### src/rtl/uart_tx_arbiter.sv
// Round-robin arbiter sharing one UART transmitter among N byte requesters.
// Latches the winner's byte for the whole frame, acks on completion, flags a transmitter that never goes busy.
module uart_tx_arbiter #(
   parameter int N            = 4,
   parameter int GW           = 2,
   parameter int BUSY_TIMEOUT = 15
) (
   input  logic           clk,
   input  logic           rst_n,
   input  logic [N-1:0]   req,
   input  logic [8*N-1:0] req_data,
   output logic [N-1:0]   ack,
   output logic [GW-1:0]  grant_id,
   output logic           active,
   output logic           tx_ena,
   output logic           tx_send,
   output logic [7:0]     tx_data,
   input  logic           tx_busy,
   output logic           timeout_err
);

   typedef enum logic [1:0] {
      IDLE      = 2'd0,
      WAIT_BUSY = 2'd1,
      WAIT_DONE = 2'd2
   } state_t;

   localparam logic [GW:0]   NW   = (GW+1)'(N);
   localparam logic [GW-1:0] LAST = GW'(N-1);
   localparam logic [7:0]    TMO  = 8'(BUSY_TIMEOUT);

   state_t         state_q, state_d;
   logic [GW-1:0]  ptr_q, ptr_d;
   logic [N-1:0]   ack_q, ack_d;
   logic [GW-1:0]  grant_q, grant_d;
   logic           active_q, active_d;
   logic           ena_q;
   logic           send_q, send_d;
   logic [7:0]     data_q, data_d;
   logic [7:0]     timer_q, timer_d;
   logic           terr_q, terr_d;

   logic           sel_found;
   logic [GW-1:0]  sel_idx;
   logic [GW:0]    cand;
   logic [7:0]     sel_byte;
   logic [GW-1:0]  ptr_nxt;

   // Search ptr, ptr+1, ... with wrap; first requesting index wins.
   always_comb begin
      sel_found = 1'b0;
      sel_idx   = '0;
      cand      = '0;
      for (int k = 0; k < N; k++) begin
         cand = {1'b0, ptr_q} + (GW+1)'(k);
         if (cand >= NW) cand = cand - NW;
         for (int j = 0; j < N; j++) begin
            if (!sel_found && (cand == (GW+1)'(j)) && req[j]) begin
               sel_found = 1'b1;
               sel_idx   = GW'(j);
            end
         end
      end
      sel_byte = '0;
      for (int k = 0; k < N; k++) begin
         if (sel_idx == GW'(k)) sel_byte = req_data[8*k +: 8];
      end
   end

   assign ptr_nxt = (grant_q == LAST) ? '0 : grant_q + GW'(1);

   always_comb begin
      state_d  = state_q;
      ptr_d    = ptr_q;
      ack_d    = '0;
      grant_d  = grant_q;
      active_d = active_q;
      send_d   = 1'b0;
      data_d   = data_q;
      timer_d  = timer_q;
      terr_d   = 1'b0;
      case (state_q)
         IDLE: begin
            timer_d = '0;
            // The transmitter reports busy while initialising, so busy also gates launch.
            if (ena_q && !tx_busy && sel_found) begin
               data_d   = sel_byte;
               grant_d  = sel_idx;
               active_d = 1'b1;
               send_d   = 1'b1;
               state_d  = WAIT_BUSY;
            end
         end
         WAIT_BUSY: begin
            if (tx_busy) begin
               state_d = WAIT_DONE;
            end else if (timer_q == TMO) begin
               terr_d   = 1'b1;
               active_d = 1'b0;
               ptr_d    = ptr_nxt;
               state_d  = IDLE;
            end else begin
               timer_d = timer_q + 8'd1;
            end
         end
         WAIT_DONE: begin
            if (!tx_busy) begin
               for (int k = 0; k < N; k++) begin
                  if (grant_q == GW'(k)) ack_d[k] = 1'b1;
               end
               active_d = 1'b0;
               ptr_d    = ptr_nxt;
               state_d  = IDLE;
            end
         end
         default: begin
            active_d = 1'b0;
            state_d  = IDLE;
         end
      endcase
   end

   always_ff @(posedge clk or negedge rst_n) begin
      if (!rst_n) begin
         state_q  <= IDLE;
         ptr_q    <= '0;
         ack_q    <= '0;
         grant_q  <= '0;
         active_q <= 1'b0;
         ena_q    <= 1'b0;
         send_q   <= 1'b0;
         data_q   <= 8'h00;
         timer_q  <= '0;
         terr_q   <= 1'b0;
      end else begin
         state_q  <= state_d;
         ptr_q    <= ptr_d;
         ack_q    <= ack_d;
         grant_q  <= grant_d;
         active_q <= active_d;
         ena_q    <= 1'b1;
         send_q   <= send_d;
         data_q   <= data_d;
         timer_q  <= timer_d;
         terr_q   <= terr_d;
      end
   end

   assign ack         = ack_q;
   assign grant_id    = grant_q;
   assign active      = active_q;
   assign tx_ena      = ena_q;
   assign tx_send     = send_q;
   assign tx_data     = data_q;
   assign timeout_err = terr_q;

endmodule

### config.mk
export PLATFORM = sky130hd
export DESIGN_NAME = uart_tx_arbiter
export DESIGN_NICKNAME = d
export VERILOG_FILES = /design/src/rtl/uart_tx_arbiter.sv
export SDC_FILE = /design/constraint.sdc
export NUM_CORES = 1
export LEC_CHECK = 0
export CORE_MARGIN = 2
export CORE_UTILIZATION = 45
export CTS_BUF_LIST = sky130_fd_sc_hd__clkbuf_8
export DETAILED_ROUTE_END_ITERATION = 10
export DONT_BUFFER_PORTS = 1
export GPL_TIMING_DRIVEN = 0
export PLACE_DENSITY = 0.67
export SYNTH_ARGS = -nofsm -noshare
export SYNTH_HDL_FRONTEND = slang
export SYNTH_SLANG_ARGS = --single-unit
### constraint.sdc
create_clock -name clk -period 4.9 [get_ports clk]
set_input_delay 1.225 -clock clk [delete_from_list [all_inputs] [get_ports clk]]
set_output_delay 1.225 -clock clk [all_outputs]
set_load 0.01 [all_outputs]
==> run_results.csv <==
group,metric,value,unit
outcome,status,"completed",
drt,dr.pass1.iters,4,
cts,post_cts_buffers,0,
global_routing,grt_max_degree,31,
yosys,ys_warn_count,0,
cts,cts_tree,"yes",
min_path,worstHoldPathType,"reg2reg",
yosys,syn_avg_cell_area,9.94,um^2
timing,skew,1.93,ps
global_routing,antenna_found_initial,0,
layout,nets,233,
pwr,p_per_area,453,nW/um^2
floorplan,core-area,3940,um^2
timing,finalCriticalPeriod,2390,ps
timing,relSlewSlack,46.3,%
yosys,synthTopCellsByCount,"30 x dfrtp_1, 19 x nor2_1, 11 x and2_1",
setup_path,endpoint_kind,"register",
setup_path,worstSetupPathType,"in2reg",
timing,setup-violations-final,0,
cts,root_buffer,"clkbuf_8",
timing,worst_hold_slack,533,ps
timing,worst_pin_slew,805,ps
setup_path,worstRegToRegCells,6,
yosys,synth_cell_types,53,
global_routing,grt_use_total,19.1,%
timing,finalCritPeriodShare,48.8,%
floorplan,num_io_pins,57,
place,portBuffers,0,
yosys,netlist_area,1810,um^2
cts,cts.sink_count,30,
yosys,ys_seq_area_share,41.5,%
timing,hold_viol,0,
layout,drive_gt1_share,17.6,%
drt,wire_per_inst,16.7,um
yosys,syn_inst,182,
run,drv_cap,0,
setup_path,crit_arrival,2560,ps
cts,cts_hold_buf,0,
drt,wirelength,3.97,mm
yosys,synth.most_common_cell,"dfrtp_1",
floorplan,dieArea,4540,um^2
timing,grt_setup_unrepaired,"false",
setup_path,start_kind,"input pin",
cts,h-tree-depth,2,
floorplan,initial_core_util,45.9,%
global_routing,overflow,0,
floorplan,die_h,67.4,um
yosys,syn-num-nets,226,
setup_path,path_max_fanout,9,
place,gp_congestion,0.855,
cts,cts_resized,0,
place,dp_hpwl,3.05,mm
layout,final_area,1950,um^2
layout,area_growth_syn_to_layout,8.02,%
yosys,synthTopCellsByArea,"dfrtp_1 41%, nor2_1 3.9%, and2_1 3.8%",
setup_path,cpPeakStageDelay,570,ps
setup_path,crit_path_top_delay_cell,"o211ai_1",
cts,path_clk_slew,60,ps
floorplan,rows,23,
drt,drc,0,
drt,drt-vias-per-instance,5.84,
setup_path,crit_chain,"buf_2, a21boi_1, o211ai_1, a221oi_1, o31ai_1",
yosys,synth-seq-cells,30,
place,place_inst,232,
global_routing,grt_pass1_vias,1374,
pwr,ir_drop,0.210,mV
yosys,synth_top_cell_by_area,"dfrtp_1",
cts,cts_made_buffers,5,
floorplan,fp.dieW,67.4,um
place,place_area,1870,um^2
layout,instances_no_fill,238,
layout,n_antenna_cell,0,
yosys,synth_edf_count,0,
setup_path,critPathRequiredTime,5070,ps
pwr,p_total,0.885,mW
timing,drv_slew,0,
drt,antenna_violating_nets_post_route,0,
layout,fill_cells,353,
yosys,post-synth-top-area-fraction,41.5,%
cts,clkLatencyLatePin,270,ps
min_path,hold_path_depth,1,
timing,fmax,418,MHz
global_routing,grt_pass1_wl,6.40,mm
pwr,p_leak,0.819,nW
cts,clockBufferDepth,2,
drt,vias,1389,
drt,drt_first_iter_violations,69,
timing,setup_tns,0,ps
yosys,synthFlopType,"dfrtp_1",
yosys,synthArstFlopShare,100,%
[cell type report]
type,count,area (um^2),share of cell area [%]
multi-input combinational,133,943,48.3
sequential,30,751,38.4
clock buffer,6,82.6,4.23
buffer,10,81.3,4.16
tap,50,62.6,3.20
inverter,9,33.8,1.73
[flip-flops by register name, indices dropped and copies added (netlist names)]
name and flops:
timer_q 8, timeout_err 1, tx_send 1, grant_id 2, tx_data 8, state_q 2, active 1, ack 4
ptr_q 2, tx_ena 1
[layer usage]
metal	up-vias	share of wire, %	track usage (%)
met5	-	0	0
met4	0	1.2	5.36
met3	7	5.9	5.83
met2	46	51	32.9
met1	651	42	23.0
li1	685	-	-
[path summary, 6_finish.rpt]
kind | to | slack (ps) | start
worst min register to register | timer_q[6] | 530 | timer_q[6]
worst min-delay path | timer_q[6] | 530 | timer_q[6]
max in group asynchronous | active | 4180 | rst_n
worst max register to register | ptr_q[0] | 3010 | timer_q[0]
worst max-delay path | tx_data[2] | 2510 | req[3]
min in group asynchronous | timer_q[1] | 640 | rst_n
[cells by family after synthesis]
logic type	after synthesis	synth area share (%)
AO/OA/AOI/OAI	58	25.7
XOR/XNOR	4	1.94
adder cells (fa/ha/maj)	5	3.46
buffers and inverters	19	6.36
flip-flops	30	41.5
multiplexers	1	0.622
other	1	0.207
AND/OR/NAND/NOR	64	20.3
[critical path, delay by kind of cell]
kind            cells  cell delay, ps
buf+inv             1             140
compound gates      4            1190
[power by group]
part           internal (mW)  switching (mW)  leakage, nW
logic                  0.148           0.172        0.383
registers              0.305          0.0694        0.393
clock network          0.108          0.0822       0.0431
[metrics by stage]
step / worst slack [ps] / utilization [%]
finish: 2510 / 49.6
global route: 2420 / 49.6
CTS: 2510 / 49.6
detailed placement: 2220 / 47.5
global placement: 2290 / 47.5
floorplan: 2400 / -
[cells in the final DEF, fill, tap and decap left out, types with 2 or more instances in the layout]
cell / n
a221oi_1: 7
dfrtp_1: 30
xnor2_1: 3
a22o_1: 4
and2_1: 11
inv_2: 4
o211ai_1: 2
nor2_1: 19
clkbuf_1: 2
o221a_2: 3
nand2b_1: 4
nor2b_1: 3
o22a_1: 2
buf_6: 5
clkbuf_8: 6
ha_1: 5
o21ai_1: 4
o22ai_1: 2
nor2_2: 2
nand2_1: 8
o31ai_1: 8
a31oi_1: 7
a21o_1: 2
nand3_1: 5
a21oi_1: 4
a211oi_1: 3
inv_1: 5
buf_2: 2
Note: power is estimated with default switching activity, not from simulation.
